File: src/rtl/cdb_pkg.sv
`default_nettype none
// ============================================================================
// Module      : cdb_pkg
// Description : Common data bus shared definitions: lane count, payload
//               widths, lane index type and a saturating counter helper.
// Revision    : 1.0 - initial release
// ============================================================================
package cdb_pkg;

   localparam int CDB_LANES  = 4;
   localparam int CDB_DATA_W = 64;
   localparam int CDB_TAG_W  = 6;
   localparam int CDB_LANE_W = (CDB_LANES > 1) ? $clog2(CDB_LANES) : 1;

   typedef logic [CDB_LANE_W-1:0] cdb_lane_t;

   // Add without wrapping: clamps at all-ones.
   function automatic logic [31:0] cdb_sat_add32(input logic [31:0] a, input logic [31:0] b);
      logic [32:0] sum;
      sum = {1'b0, a} + {1'b0, b};
      return sum[32] ? 32'hFFFF_FFFF : sum[31:0];
   endfunction

endpackage
`default_nettype wire

File: src/rtl/cdb_arbiter_if.sv
`default_nettype none
// ============================================================================
// Module      : cdb_arbiter_if
// Description : Request/grant bundle between the completion buffers and the
//               CDB arbiter, including per-lane ownership and debug state.
// Revision    : 1.0 - initial release
// ============================================================================
interface cdb_arbiter_if
   import cdb_pkg::*;
#(
   parameter int NREQ  = 8,
   parameter int LANES = CDB_LANES,
   parameter int IW    = $clog2(NREQ),
   parameter int LW    = (LANES > 1) ? $clog2(LANES) : 1
);
   logic                  kill;
   logic [NREQ-1:0]       bus_request;
   logic [NREQ-1:0]       bus_grant;
   logic [NREQ*LW-1:0]    grant_lane;
   logic [LANES-1:0]      lane_valid;
   logic [LANES*IW-1:0]   lane_owner;
   logic [IW-1:0]         rr_ptr_o;
   logic [31:0]           grant_count;

   // Requesting side: completion buffers and flush control.
   modport master (
      output kill, bus_request,
      input  bus_grant, grant_lane, lane_valid, lane_owner, rr_ptr_o, grant_count
   );

   // Responding side: the arbiter.
   modport slave (
      input  kill, bus_request,
      output bus_grant, grant_lane, lane_valid, lane_owner, rr_ptr_o, grant_count
   );
endinterface
`default_nettype wire

File: src/rtl/cdb_arbiter_rr_multi_pick.sv
`default_nettype none
// ============================================================================
// Module      : rr_multi_pick
// Description : Combinational round-robin picker granting up to LANES set
//               request bits, scanning from ptr and assigning lanes in scan
//               order. Also produces the follow-on pointer and grant count.
// Revision    : 1.0 - initial release
// ============================================================================
module rr_multi_pick
   import cdb_pkg::*;
#(
   parameter int NREQ  = 8,
   parameter int LANES = CDB_LANES,
   parameter int IW    = $clog2(NREQ),
   parameter int LW    = (LANES > 1) ? $clog2(LANES) : 1
)(
   input  logic [NREQ-1:0]    req,
   input  logic [IW-1:0]      ptr,
   output logic [NREQ-1:0]    grant,
   output logic [NREQ*LW-1:0] lane,
   output logic [IW-1:0]      next_ptr,
   output logic [31:0]        num_grants
);

   localparam logic [IW-1:0] c_last_idx = IW'(NREQ - 1);

   int            w_cnt;
   int            w_sum;
   logic [IW-1:0] w_idx;
   logic [IW-1:0] w_last;

   // Walk the rotated request vector, granting the first LANES set bits.
   always_comb begin
      grant      = '0;
      lane       = '0;
      w_cnt      = 0;
      w_sum      = 0;
      w_idx      = '0;
      w_last     = ptr;
      for (int s = 0; s < NREQ; s++) begin
         w_sum = int'(ptr) + s;
         if (w_sum >= NREQ) begin
            w_sum = w_sum - NREQ;
         end
         w_idx = IW'(w_sum);
         if (req[w_idx] && (w_cnt < LANES)) begin
            grant[w_idx]            = 1'b1;
            lane[w_idx*LW +: LW]    = LW'(w_cnt);
            w_cnt                   = w_cnt + 1;
            w_last                  = w_idx;
         end
      end
      // Next scan starts just past the last granted requester.
      next_ptr = ptr;
      if (w_cnt != 0) begin
         next_ptr = (w_last == c_last_idx) ? '0 : w_last + 1'b1;
      end
      num_grants = 32'(w_cnt);
   end

endmodule
`default_nettype wire

File: src/rtl/cdb_arbiter.sv
`default_nettype none
// ============================================================================
// Module      : cdb_arbiter
// Description : Central CDB lane arbiter. Samples requests one cycle ahead,
//               registers multi-lane round-robin grants, exposes a per-lane
//               ownership view, and keeps a saturating grant counter.
// Revision    : 1.0 - initial release
// ============================================================================
module cdb_arbiter
   import cdb_pkg::*;
#(
   parameter int NREQ  = 8,
   parameter int LANES = CDB_LANES,
   parameter int IW    = $clog2(NREQ),
   parameter int LW    = (LANES > 1) ? $clog2(LANES) : 1
)(
   input  logic         clk,
   input  logic         rst,
   cdb_arbiter_if.slave bus
);

   logic [NREQ-1:0]     w_req;
   logic [NREQ-1:0]     w_grant;
   logic [NREQ*LW-1:0]  w_lane;
   logic [IW-1:0]       w_next_ptr;
   logic [31:0]         w_num_grants;
   logic [LANES-1:0]    w_lane_valid;
   logic [LANES*IW-1:0] w_lane_owner;

   logic [NREQ-1:0]     r_grant;
   logic [NREQ*LW-1:0]  r_lane;
   logic [LANES-1:0]    r_lane_valid;
   logic [LANES*IW-1:0] r_lane_owner;
   logic [IW-1:0]       r_ptr;
   logic [31:0]         r_grant_count;

   // A flush drops this cycle's requests, so nothing is granted and the
   // pointer and counter hold through the normal no-grant path.
   assign w_req = bus.kill ? '0 : bus.bus_request;

   rr_multi_pick #(
      .NREQ  (NREQ),
      .LANES (LANES),
      .IW    (IW),
      .LW    (LW)
   ) u_pick (
      .req        (w_req),
      .ptr        (r_ptr),
      .grant      (w_grant),
      .lane       (w_lane),
      .next_ptr   (w_next_ptr),
      .num_grants (w_num_grants)
   );

   // Invert the requester->lane map into a lane->requester view.
   always_comb begin
      w_lane_valid = '0;
      w_lane_owner = '0;
      for (int i = 0; i < NREQ; i++) begin
         if (w_grant[i]) begin
            w_lane_valid[w_lane[i*LW +: LW]]         = 1'b1;
            w_lane_owner[w_lane[i*LW +: LW]*IW +: IW] = IW'(i);
         end
      end
   end

   // Register grants for the bus-use cycle; advance pointer and counter.
   always_ff @(posedge clk) begin
      if (rst) begin
         r_grant       <= '0;
         r_lane        <= '0;
         r_lane_valid  <= '0;
         r_lane_owner  <= '0;
         r_ptr         <= '0;
         r_grant_count <= '0;
      end else begin
         r_grant       <= w_grant;
         r_lane        <= w_lane;
         r_lane_valid  <= w_lane_valid;
         r_lane_owner  <= w_lane_owner;
         r_ptr         <= w_next_ptr;
         r_grant_count <= cdb_sat_add32(r_grant_count, w_num_grants);
      end
   end

   assign bus.bus_grant   = r_grant;
   assign bus.grant_lane  = r_lane;
   assign bus.lane_valid  = r_lane_valid;
   assign bus.lane_owner  = r_lane_owner;
   assign bus.rr_ptr_o    = r_ptr;
   assign bus.grant_count = r_grant_count;

endmodule
`default_nettype wire

File: src/flat_wrapper.sv
// flat-port wrapper written by rule: the top's interface ports become plain ports
module cdb_arbiter_flat import cdb_pkg::*;
#(
   parameter int NREQ  = 8,
   parameter int LANES = CDB_LANES,
   parameter int IW    = $clog2(NREQ),
   parameter int LW    = (LANES > 1) ? $clog2(LANES) : 1
)
  (clk, rst, bus_kill, bus_bus_request, bus_bus_grant, bus_grant_lane, bus_lane_valid, bus_lane_owner, bus_rr_ptr_o, bus_grant_count);
  cdb_arbiter_if #(.NREQ(NREQ), .LANES(LANES), .IW(IW), .LW(LW)) bus_i ();
  input  logic clk;
  input  logic rst;
  input wire logic [$bits(bus_i.kill)-1:0] bus_kill;
  input wire logic [$bits(bus_i.bus_request)-1:0] bus_bus_request;
  output wire logic [$bits(bus_i.bus_grant)-1:0] bus_bus_grant;
  output wire logic [$bits(bus_i.grant_lane)-1:0] bus_grant_lane;
  output wire logic [$bits(bus_i.lane_valid)-1:0] bus_lane_valid;
  output wire logic [$bits(bus_i.lane_owner)-1:0] bus_lane_owner;
  output wire logic [$bits(bus_i.rr_ptr_o)-1:0] bus_rr_ptr_o;
  output wire logic [$bits(bus_i.grant_count)-1:0] bus_grant_count;
  assign bus_i.kill = bus_kill;
  assign bus_i.bus_request = bus_bus_request;
  assign bus_bus_grant = bus_i.bus_grant;
  assign bus_grant_lane = bus_i.grant_lane;
  assign bus_lane_valid = bus_i.lane_valid;
  assign bus_lane_owner = bus_i.lane_owner;
  assign bus_rr_ptr_o = bus_i.rr_ptr_o;
  assign bus_grant_count = bus_i.grant_count;
  cdb_arbiter #(.NREQ(NREQ), .LANES(LANES), .IW(IW), .LW(LW)) u_core (.clk(clk), .rst(rst), .bus(bus_i));
endmodule
File: config.mk
export PLATFORM = sky130hd
export DESIGN_NAME = cdb_arbiter_flat
export DESIGN_NICKNAME = d
export VERILOG_FILES = /design/src/rtl/cdb_pkg.sv /design/src/rtl/cdb_arbiter_if.sv /design/src/rtl/cdb_arbiter_rr_multi_pick.sv /design/src/rtl/cdb_arbiter.sv /design/src/flat_wrapper.sv
export SDC_FILE = /design/constraint.sdc
export NUM_CORES = 1
export LEC_CHECK = 0
export ABC_AREA = 1
export CAP_MARGIN = 30
export CORE_ASPECT_RATIO = 2
export CORE_MARGIN = 3
export CORE_UTILIZATION = 52
export DETAILED_ROUTE_END_ITERATION = 8
export PLACE_DENSITY = 0.75
export SLEW_MARGIN = 30
export SYNTH_ARGS = -nofsm -noshare
export SYNTH_HDL_FRONTEND = slang
export SYNTH_SLANG_ARGS = --single-unit
File: constraint.sdc
create_clock -name clk -period 8 [get_ports clk]
set_input_delay 1.6 -clock clk [delete_from_list [all_inputs] [get_ports clk]]
set_output_delay 1.6 -clock clk [all_outputs]
set_load 0.02 [all_outputs]
## Yosys cells after proc, flatten, opt, wreduce, memory -nomap -nowiden

Cells that the tools add are included.

- Magnitude comparators: 47
- $add $sub $neg: 40
- Multipliers: 8
- Shifts and indexed selects: 32
- Equality and inequality tests: 1
- Bitwise operators: 16
- Reductions and logical operators: 24
- Muxes and demuxes: 121

Operators by type and width:

| cell | number |
|---|---|
| $neg A4 Y34 | 16 |
| $shift A2 B34 Y16 const A | 8 |
| $shift A3 B34 Y12 const A | 8 |
| $shiftx A3 B34 Y12 const A | 8 |
| $mux W32 | 8 |
| $shiftx A2 B34 Y16 | 7 |
| $add A32 B2 Y32 const B | 7 |
| $lt A32 B4 Y1 const B | 7 |
| $mux W16 | 8 |
| $bwmux W16 | 7 |
| $mux W12 | 8 |
| $bwmux W12 | 7 |
| $mux W8 | 9 |
| $or A8 B8 Y8 | 7 |
| $mux W3 | 17 |
| $shiftx A2 B34 Y16 const A | 1 |
| $add A32 B32 Y33 | 1 |
| $lt A3 B4 Y1 const B | 8 |
| $mul A2 B2 Y4 const B | 8 |
| $mux W4 | 8 |
| $reduce_bool A32 Y1 | 1 |
| $ge A4 B4 Y1 const B | 7 |
| $or A4 B4 Y4 | 7 |
| $mux W1 | 25 |
| other kinds (16) | 91 |

- Input port bits: 11
- Bits in registers: 75
- Word-level logic and storage cells: 295
- Output and inout port bits: 75

## Longest topological paths before layout

- Word-level depth: 45
- Mapped depth: 49
- Gate-level depth less buffers: 48

## Hierarchy

A second synthesis with hierarchy kept.

- Cells, all modules: 1575
- Area total of the unflattened synthesis: 9056.2 um2

Modules (own cells, without submodules):

| module | cells an instance | sequential area each (um2) | area each (um2) | instances |
|---|---|---|---|---|
| cdb_arbiter | 833 | 1501.4 | 5147.4 | 1 |
| rr_multi_pick | 742 | 0.0 | 3908.7 | 1 |

## Worst setup path before layout

OpenSTA, ideal clock, no wires.

- Path kind: input to register
- Start: input port bus_kill
- End: register u_core.r_grant_count[31], in the netlist u_core.bus.grant_count[31]
- Setup time: 0.110 ns
- Buffers on the path: 1
- Stages on the path: 47
- Required time: 7.890 ns
- Slack: 0.180 ns
- Arrival time: 7.710 ns
- Cells stage by stage: inv_2 -> buf_4 -> nand3_1 -> nand3_1 -> nand2_1 -> nand2_1 -> nand2_2 -> ha_1 -> inv_1 -> nand2_1 -> nand2_2 -> inv_2 -> ha_1 -> nand3_1 -> nand2_2 -> ha_1 -> nand2_1 -> nand2_1 -> [... 11 more ...] -> nand2_1 -> a21oi_1 -> o21bai_1 -> a31oi_1 -> nor2_1 -> o21ai_0 -> nor2_1 -> nand3_1 -> nor2_1 -> nand2_1 -> nor2_1 -> nand3_1 -> nor2_1 -> nand2_1 -> o21ai_0 -> nand3_1 -> nand2_1 -> inv_1

- Longest elaborated chain between the ends: 27
- Elaborated cells between the ends (all ways): 48
- Those cells by class: add/sub: 8; order compare: 7; mux: 26; reduce/logical: 7

Ends and longest elaborated chain:

| element | line | source |
|---|---|---|
| start: declaration | flat_wrapper.sv:13 | `input wire logic [$bits(bus_i.kill)-1:0] bus_kill;` |
| $mux W8 (*) | cdb_arbiter.sv:39 | `assign w_req = bus.kill ? '0 : bus.bus_request;` |
| $bmux W1 S3 | cdb_arbiter_rr_multi_pick.sv:46 | `if (req[w_idx] && (w_cnt < LANES)) begin` |
| $mux W1 (implied by the code) | cdb_arbiter_rr_multi_pick.sv:46 |  |
| $mux W1 | cdb_arbiter_rr_multi_pick.sv:46 |  |
| $lt A32 B4 Y1 | cdb_arbiter_rr_multi_pick.sv:46 |  |
| $logic_and A1 B1 Y1 | cdb_arbiter_rr_multi_pick.sv:46 |  |
| $mux W32 | cdb_arbiter_rr_multi_pick.sv:46 |  |
| $lt A32 B4 Y1 | cdb_arbiter_rr_multi_pick.sv:46 |  |
| [... 11 more ...] | -- |  |
| $lt A32 B4 Y1 | cdb_arbiter_rr_multi_pick.sv:46 |  |
| $logic_and A1 B1 Y1 | cdb_arbiter_rr_multi_pick.sv:46 |  |
| $mux W32 | cdb_arbiter_rr_multi_pick.sv:46 |  |
| $lt A32 B4 Y1 | cdb_arbiter_rr_multi_pick.sv:46 |  |
| $logic_and A1 B1 Y1 | cdb_arbiter_rr_multi_pick.sv:46 |  |
| $mux W32 (*) | cdb_arbiter_rr_multi_pick.sv:46 |  |
| $add A32 B32 Y33 (*) | cdb_pkg.sv:20 | `sum = {1'b0, a} + {1'b0, b};` |
| $mux W32 (*) | cdb_pkg.sv:21 | `return sum[32] ? 32'hFFFF_FFFF : sum[31:0];` |
| end signal: assignment | cdb_arbiter.sv:82 | `r_grant_count <= cdb_sat_add32(r_grant_count, w_num_grants);` |
| end: declaration | cdb_arbiter.sv:35 | `logic [31:0] r_grant_count;` |

Mark *: on every way between the ends. The rest lies on a longest branch, timed or not. The select of a mux whose other input is x is not followed.
A chain may end at the register's enable or synchronous reset.

## Final worst setup path

- Start: input port bus_bus_request[3]
- End: register u_core.r_grant_count[21], in the netlist u_core.bus.grant_count[21]

- Longest elaborated chain between the ends: 27
- Elaborated cells between the ends (all ways): 48
- Those cells by class: add/sub: 8; order compare: 7; mux: 26; reduce/logical: 7

Ends and longest elaborated chain:

| element | line | source |
|---|---|---|
| start: declaration | flat_wrapper.sv:14 | `input wire logic [$bits(bus_i.bus_request)-1:0] bus_bus_request;` |
| $mux W8 (*) | cdb_arbiter.sv:39 |  |
| $bmux W1 S3 | cdb_arbiter_rr_multi_pick.sv:46 |  |
| $mux W1 (implied by the code) | cdb_arbiter_rr_multi_pick.sv:46 |  |
| $mux W1 | cdb_arbiter_rr_multi_pick.sv:46 |  |
| $lt A32 B4 Y1 | cdb_arbiter_rr_multi_pick.sv:46 |  |
| $logic_and A1 B1 Y1 | cdb_arbiter_rr_multi_pick.sv:46 |  |
| $mux W32 | cdb_arbiter_rr_multi_pick.sv:46 |  |
| $lt A32 B4 Y1 | cdb_arbiter_rr_multi_pick.sv:46 |  |
| [... 11 more ...] | -- |  |
| $lt A32 B4 Y1 | cdb_arbiter_rr_multi_pick.sv:46 |  |
| $logic_and A1 B1 Y1 | cdb_arbiter_rr_multi_pick.sv:46 |  |
| $mux W32 | cdb_arbiter_rr_multi_pick.sv:46 |  |
| $lt A32 B4 Y1 | cdb_arbiter_rr_multi_pick.sv:46 |  |
| $logic_and A1 B1 Y1 | cdb_arbiter_rr_multi_pick.sv:46 |  |
| $mux W32 (*) | cdb_arbiter_rr_multi_pick.sv:46 |  |
| $add A32 B32 Y33 (*) | cdb_pkg.sv:20 |  |
| $mux W32 (*) | cdb_pkg.sv:21 |  |

Marks and branches as above.

==> flow_summary_export.csv <==
group,metric,value,unit
detailed_routing,ant_nets,0,
sta,max_freq,130,MHz
yosys,synth-edff-count,0,
critical_path,crit_required,8230,ps
yosys,synth.cell_area,0.00719,mm²
clocking,clkSinkCount,75,
yosys,synth_top_area_cell,"dfxtp_1",
min_path,min_path_type,"reg -> reg",
final_layout,final_cell_mix,"nand2_1, inv_1, nand3_1",
global_route,track_usage,37.3,%
yosys,ys_warn_count,0,
detailed_routing,wirelength,28800,µm
global_route,antenna_found_initial,0,
global_route,grt_pass1_vias,8531,
floorplanning,coreArea,0.0135,mm²
sta,slew_headroom,42.1,%
floorplanning,pin_count,86,
final_layout,nNetsFinal,1382,
global_route,grt_overflow,0,
yosys,ys_async_sr_fraction,0,%
detailed_routing,firstDrtPassIters,5,
placed_design,dp_hpwl,22200,µm
clocking,path_clk_slew,60,ps
final_layout,diodes,0,
sta,setup_viol,0,
clocking,hold_buffers,0,
detailed_routing,drc_errors,0,
critical_path,end_kind,"flop",
final_layout,drive_gt1_share,16.9,%
sta,post-route-period-util,96.3,%
yosys,ys_types,51,
critical_path,cp-start-kind,"primary input",
critical_path,worstPathArrival,7930,ps
detailed_routing,wire_per_inst,19.3,µm
floorplanning,dieHeight,172,µm
yosys,yosysTopAreaCellShare,20.9,%
sta,hold_viol,0,
sta,worst_slew_pin_slew,867,ps
critical_path,crit_type,"in -> reg",
sta,drv_slew,0,
detailed_routing,drt-vias-per-instance,5.83,
sta,fin_ws,296,ps
sta,hold_ws,567,ps
final_layout,final_common_cell,"nand2_1",
yosys,ys_seq_area_share,20.9,%
final_layout,area_growth_syn_to_layout,28.9,%
placed_design,gp_congestion,1.02,
placed_design,place_ws,-322,ps
yosys,synthTopCellsByArea,"dfxtp_1, nand2_1, nand3_1, inv_1, ha_1",
global_route,grt_pass1_wl,43500,µm
placed_design,io_buffers,85,
global_route,grt_max_degree,47,
yosys,ys_ff_latch,75,
yosys,syn_area_per_cell,6.14,µm²
critical_path,crit_fanout,3,
sta,period_minus_slack,7700,ps
job,max-cap-violations,0,
critical_path,max_stage_delay,520,ps
clocking,cts_buffers,9,
detailed_routing,drtIter0Drc,618,
floorplanning,dieArea,0.0154,mm²
detailed_routing,vias,8702,
floorplanning,start_util,53.2,%
outcome,status,"finished, final reports clean",
floorplanning,die_w,89.2,µm
yosys,synthFlopType,"dfxtp_1",
floorplanning,num_rows,60,
clocking,clock_path_buffers,2,
clocking,cts_tree,"yes",
clocking,cts_root_buffer,"clkbuf_16",
clocking,cts.htree.levels,3,
critical_path,crit_top_cell,"nand2_2",
yosys,syn_inst,1171,
clocking,clock_latency,340,ps
sta,fin_skew,10.7,ps
critical_path,crit_slowest_cell,"clkdlybuf4s50_1",
## cell type report
cell class / count / area, µm²
Fill cell: 1234 / 4240
Inverter: 171 / 647
Timing Repair inverter: 1 / 5.00
Multi-Input combinational cell: 897 / 5080
Sequential cell: 75 / 1500
Timing Repair Buffer: 178 / 1550
Tap cell: 155 / 194
Clock inverter: 4 / 51.3
Clock buffer: 12 / 236
## repair_timing
| action | in CTS | in global routing |
|---|---|---|
| pin swaps | 0 | 20 |
| endpoints found under the setup margin | 7 | 14 |
| cloned | 0 | 1 |
| resized for setup | 3 | 47 |
| buffers inserted | 0 | 9 |
| endpoints found under the hold margin | 0 | 0 |
## routing by layer
metal | share of wire (%) | routed length [µm] | track usage, %
met4 | 9.6 | 2760 | 30.5
met3 | 5.8 | 1670 | 3.43
met1 | 32 | 9240 | 36.6
met2 | 52 | 15100 | 67.6
met5 | 0 | 0 | 0
## worst paths after layout
path / depth (start not counted) / slack [ps] / to / start
hold / removal: 3 / 570 / u_core.bus.grant_count[24]$_SDFF_PP0_ / u_core.bus.grant_count[24]$_SDFF_PP0_
hold reg to reg: 3 / 570 / u_core.bus.grant_count[24]$_SDFF_PP0_ / u_core.bus.grant_count[24]$_SDFF_PP0_
setup reg to reg: 43 / 850 / u_core.bus.grant_count[21]$_SDFF_PP0_ / u_core.bus.rr_ptr_o[0]$_SDFFE_PP0P_
setup / recovery: 46 / 300 / u_core.bus.grant_count[21]$_SDFF_PP0_ / bus_bus_request[3]
## worst max-delay path: cells and delay by family
kind | cells | cell delay, ps
AOI/OAI and AO/OA | 9 | 1500
adders and majority gates | 7 | 1770
buffers and inverters | 7 | 1130
and+or+nand+nor | 23 | 1980
## synthesized netlist by cell type, types with 7 or more instances
master and number:
o211ai_1 9, nor3_1 30, buf_2 8, inv_1 151
nand3_2 7, nand2_1 252, o21ai_0 56, nor4_1 7
nand2_2 19, clkbuf_1 14, dfxtp_1 75, nand4_1 31
xor2_1 17, a21oi_1 65, inv_2 15, xnor2_1 9
nor2_2 9, nand2_4 10, nand3_1 154, nor2_1 113
ha_1 37
## stage by stage
| stage | utilization [%] | cells | TNS (ps) | cell area [µm²] |
|---|---|---|---|---|
| finish | 68.6 | 1493 | 0 | 9270 |
| global route | 68.6 | 1493 | -210 | 9270 |
| CTS | 66.5 | 1483 | 0 | 8990 |
| global placement | 64.3 | 1467 | -455 | 8690 |
| detailed placement | 64.3 | 1467 | -2150 | 8690 |
| floorplan | - | 1175 | 0 | 7210 |
## sequential cells by signal, indices dropped and copies added (netlist names)
name and flops:
u_core.bus.grant_count 32, u_core.bus.lane_owner 12, u_core.bus.rr_ptr_o 3, u_core.bus.bus_grant 8, u_core.bus.lane_valid 4, u_core.bus.grant_lane 16
## cell families after synthesis
kind of cell | synth area share (%)
buffers and inverters | 11.5
and+or+nand+nor | 43.4
other | 0.0521
AOI/OAI and AO/OA | 14.2
adders and majority gates | 6.72
xor gates and xnor gates | 3.17
DFF | 20.9
Power is not shown: default switching activity piles up to over one toggle a cycle in this logic, so the estimate is an artifact.
==> RTL edit 1 (same flow settings) <==
Make the reset (`rst`) asynchronous in one clocked block.
--- a/src/rtl/cdb_arbiter.sv
+++ b/src/rtl/cdb_arbiter.sv
@@ -65,7 +65,7 @@
    end
 
    // Register grants for the bus-use cycle; advance pointer and counter.
-   always_ff @(posedge clk) begin
+   always_ff @(posedge clk or posedge rst) begin
       if (rst) begin
          r_grant       <= '0;
          r_lane        <= '0;
Function: not settled (the Yosys comparison gave no result); the edit may change what the design does.
==> RTL edit 1 against the unedited design <==
  * Count of clock-buffer cells in the layout is 2 lower
  * Register-to-register slack improved by 0.10 ns
  * Worst setup slack improved by 0.14 ns
  * Sequential share of layout area increased by 3.9 points
  * Area after synthesis up 2.0%
  * Sequential cell count did not move
  * First-iteration DRC count shrank 18%
  * Cell area grew 0.93%
  * Wire length shrank 2.5%
  * Critical path type unchanged
Power is left out: the tool's default activity adds up to more than one toggle a clock period on the data nets, which glitch-free logic cannot reach.
==> RTL edit 1: results (changes against the unedited design) <==
| Metric | Value |
|---|---|
| Share of cells above drive strength 1 | 16.13% (-0.76 points) |
| Post-synth ARST share | 100.0% (+100 points) |
| Seq/Total Area, Yosys | 25.58% (+4.7 points) |
| DR iter-0 viols | 508 (-18%) |
| Final hold slack | 0.5398 ns (-0.02764 ns) |
| Worst r2r path cells | 40 (-7.0%) |
| Synth cell types | 54 (+5.9%) |
| Placed Area | 8884 sq um (+2.2%) |
| Later-pin clock latency in the skew report | 0.33 ns |
| Maximum number of pins on one net before global-route repair | 76 (+62%) |
| RR Startpoint | u_core.bus.rr_ptr_o[0]$_DFFE_PP0P_ |
| FF-to-FF setup slack | 0.95 ns (+0.10 ns) |
| Top post-synthesis cells by count | nand2_1 (275), nand3_1 (168), inv_1 (138), nor2_1 (99), dfrtp_1 (75) |
| Fin cells | 1482 (-0.74%) |
| Hold path startpoint | u_core.bus.grant_count[30]$_DFF_PP0_ |
| CTS Buffer Depth | 2 (unchanged) |
| DRT Pass-1 Iters | 5 (unchanged) |
| DP Worst Slack | -0.2157 ns (+0.1058 ns) |
| # port buffers | 85 (unchanged) |
| Inst Count DP | 1462 (-0.34%) |
| Post-Route WL | 28040 um (-2.5%) |
| Worst path slowest cell | clkdlybuf4s50_1 |
| Final nets | 1340 (-3.0%) |
| Via count | 8571 (-1.5%) |
| Reg2reg end | u_core.bus.grant_count[25]$_DFF_PP0_ |
| Routability cong. | 0.9946 (-2.8%) |
| Clock root cell | clkbuf_16 |
| Status | complete, no violations |
| Number of antenna violations at the first check in global routing | 0 (unchanged) |
| Final WS setup | 0.4348 ns (+0.1390 ns) |
| Slew HR | 52.32% (+10 points) |
| First-pass GRT wire length | 43840 um (+0.70%) |
| Clock Pin Slew Worst Setup and Hold Paths | 0.06 ns (about the same) |
| Synth Flop Type | dfrtp_1 |
| Global router's overall resource usage | 35.69% (-1.6 points) |
| Clock skew | 0.005413 ns (-0.005300 ns) |
| Xor-xnor portion of the synthesized cell area | 1.552% (-1.6 points) |
| CP max FO | 4 (+1) |
| Yosys warns | 0 (unchanged) |
| Synth Area in Compound Gates | 11.72% (-2.5 points) |
| Crit path DAT | 7.78 ns (-0.15 ns) |
| Hold worst-path end | u_core.bus.grant_count[30]$_DFF_PP0_ |
| CP startpoint | bus_bus_request[0] |
| Post-Synthesis Cells | 1134 (-3.2%) |
| Min-Delay Path Depth | 1 (-2) |
| Adder-Cell Fraction of Synth Area | 6.584% (-0.13 points) |
| Synth top area cells | dfrtp_1 (26%), nand2_1 (14%), nand3_1 (11%) |
| Dpl hpwl | 22550 um (+1.6%) |
RTL edit 1: cell types whose count changed in the layout (fill, tap and decap cells not counted), moves of 9 or more:
cell / delta
buf_4: -14
nor2_1: -16
nand3_2: +11
inv_1: -13
dfxtp_1: -75
o21ai_0: -14
a21oi_1: -25
nand2_1: +27
nand3_1: +9
dfrtp_1: +75
RTL edit 1: cell type report:
type | instances | area, sq um
fill | 1260 | 4308
sequential | 75 | 1877
tap | 186 | 232.7
multi-input combinational | 883 | 4870
timing repair buffer | 166 | 1488
clock buffer | 10 | 229.0
clock inverter | 6 | 63.81
timing repair inverter | 1 | 6.256
inverter | 155 | 589.3
RTL edit 1: per-layer routing:
metal	global-route usage [%]	up-vias	share of wire [%]
met2	67.23	385	53
met4	31.78	0	10
met5	0	-	0
met3	3.551	159	5.1
met1	33.24	3937	32
li1	-	4090	-
RTL edit 1: what timing repair did:
| item | CTS | global route |
|---|---|---|
| resized for setup | 0 | 42 |
| setup buffers | 0 | 3 |
| endpoints found under the setup margin | 0 | 20 |
==> RTL edit 2 (same settings) <==
Without the edit above. `NREQ` is set to 8 in 4 places; all go to 16.
--- a/src/rtl/cdb_arbiter_if.sv
+++ b/src/rtl/cdb_arbiter_if.sv
@@ -8,7 +8,7 @@
 interface cdb_arbiter_if
    import cdb_pkg::*;
 #(
-   parameter int NREQ  = 8,
+   parameter int NREQ  = 16,
    parameter int LANES = CDB_LANES,
    parameter int IW    = $clog2(NREQ),
    parameter int LW    = (LANES > 1) ? $clog2(LANES) : 1
--- a/src/rtl/cdb_arbiter_rr_multi_pick.sv
+++ b/src/rtl/cdb_arbiter_rr_multi_pick.sv
@@ -9,7 +9,7 @@
 module rr_multi_pick
    import cdb_pkg::*;
 #(
-   parameter int NREQ  = 8,
+   parameter int NREQ  = 16,
    parameter int LANES = CDB_LANES,
    parameter int IW    = $clog2(NREQ),
    parameter int LW    = (LANES > 1) ? $clog2(LANES) : 1
--- a/src/rtl/cdb_arbiter.sv
+++ b/src/rtl/cdb_arbiter.sv
@@ -9,7 +9,7 @@
 module cdb_arbiter
    import cdb_pkg::*;
 #(
-   parameter int NREQ  = 8,
+   parameter int NREQ  = 16,
    parameter int LANES = CDB_LANES,
    parameter int IW    = $clog2(NREQ),
    parameter int LW    = (LANES > 1) ? $clog2(LANES) : 1
--- a/src/flat_wrapper.sv
+++ b/src/flat_wrapper.sv
@@ -1,7 +1,7 @@
 // flat-port wrapper written by rule: the top's interface ports become plain ports
 module cdb_arbiter_flat import cdb_pkg::*;
 #(
-   parameter int NREQ  = 8,
+   parameter int NREQ  = 16,
    parameter int LANES = CDB_LANES,
    parameter int IW    = $clog2(NREQ),
    parameter int LW    = (LANES > 1) ? $clog2(LANES) : 1
Interface: changed (5 resized); port bits go from 86 to 123. The function was not compared with the original's and may differ.
==> RTL edit 2 against the unedited design <==
  * The run now fails in 5_1_grt
  * Area after synthesis is 150% higher
==> RTL edit 2: results (changes against the unedited design) <==
| Metric | Value |
|---|---|
| Post-synth top area cell | nand2_1 |
| Status | did not finish |
| Top post-synthesis cells by count | nand2_1 (778), nor2_1 (577), inv_1 (452), nand3_1 (386), o21ai_0 (213) |
| Synth Flop Type | dfxtp_1 |
| Err | [ERROR GRT-0116] Global routing finished with congestion. Check the congestion regions in the DRC Viewer. |
| Vias in the first global route | 34910 |
| Dpl hpwl | 83840 um (+280%) |
| CTS Buffer Depth | 2 (unchanged) |
| H-tree depth | 3 (unchanged) |
| Avg Inst Size Synth | 5.274 sq um (-14%) |
| Routability cong. | 1.224 (+20%) |
| Inserted Clock Buffers | 9 (unchanged) |
| Post-Synthesis Cells | 3407 (+190%) |
| Seq/Total Area, Yosys | 11.59% (-9.3 points) |
| Placed Area | 24630 sq um (+180%) |
| Maximum number of pins on one net before global-route repair | 46 |
| Synth top area cells | nand2_1 (16%), nor2_1 (12%), dfxtp_1 (12%) |
| # port buffers | 122 (+44%) |
| Halt Stage | 5_1_grt |
| Synth cell types | 69 (+35%) |
| Inst Count DP | 4515 (+210%) |
| Clock Sinks | 104 (+39%) |
| Post-synth ARST share | 0% (unchanged) |
| DP Worst Slack | -4.564 ns (-4.242 ns) |
| Global router's overall resource usage | about four fifths |
| First-pass GRT wire length | 227600 um |
RTL edit 2: cell types whose count changed after synthesis, moves of 18 or more:
cell / change
a221oi_1: +20
inv_1: +301
clkbuf_1: +48
nand2_1: +526
o21ai_0: +157
nand4_1: +18
nor2_1: +464
nor3_1: +33
a21oi_1: +143
a31oi_1: +24
o211ai_1: +71
ha_1: +32
nand3_1: +232
dfxtp_1: +29
RTL edit 2: kinds of logic after synthesis:
kind of cell / share of synthesized area, %
mux: 0.1114
compound gates: 22.14
other cells: 0.02087
fa+ha+maj: 4.916
flops: 11.59
xor+xnor: 1.448
buf+inv: 12.61
simple gates: 47.17
RTL edit 2: per-layer routing:
layer  global-route usage, %  GRT overflow
met1                   78.86             4
met2                   93.88           162
met3                   62.04            17
met4                   81.94            81
met5                   21.00             1
RTL edit 2: repair_timing:
action                                  4_1_cts
endpoints found under the setup margin      104
gates resized for setup                     268
pin swaps                                   100
buffers inserted                             63
gates cloned                                  5
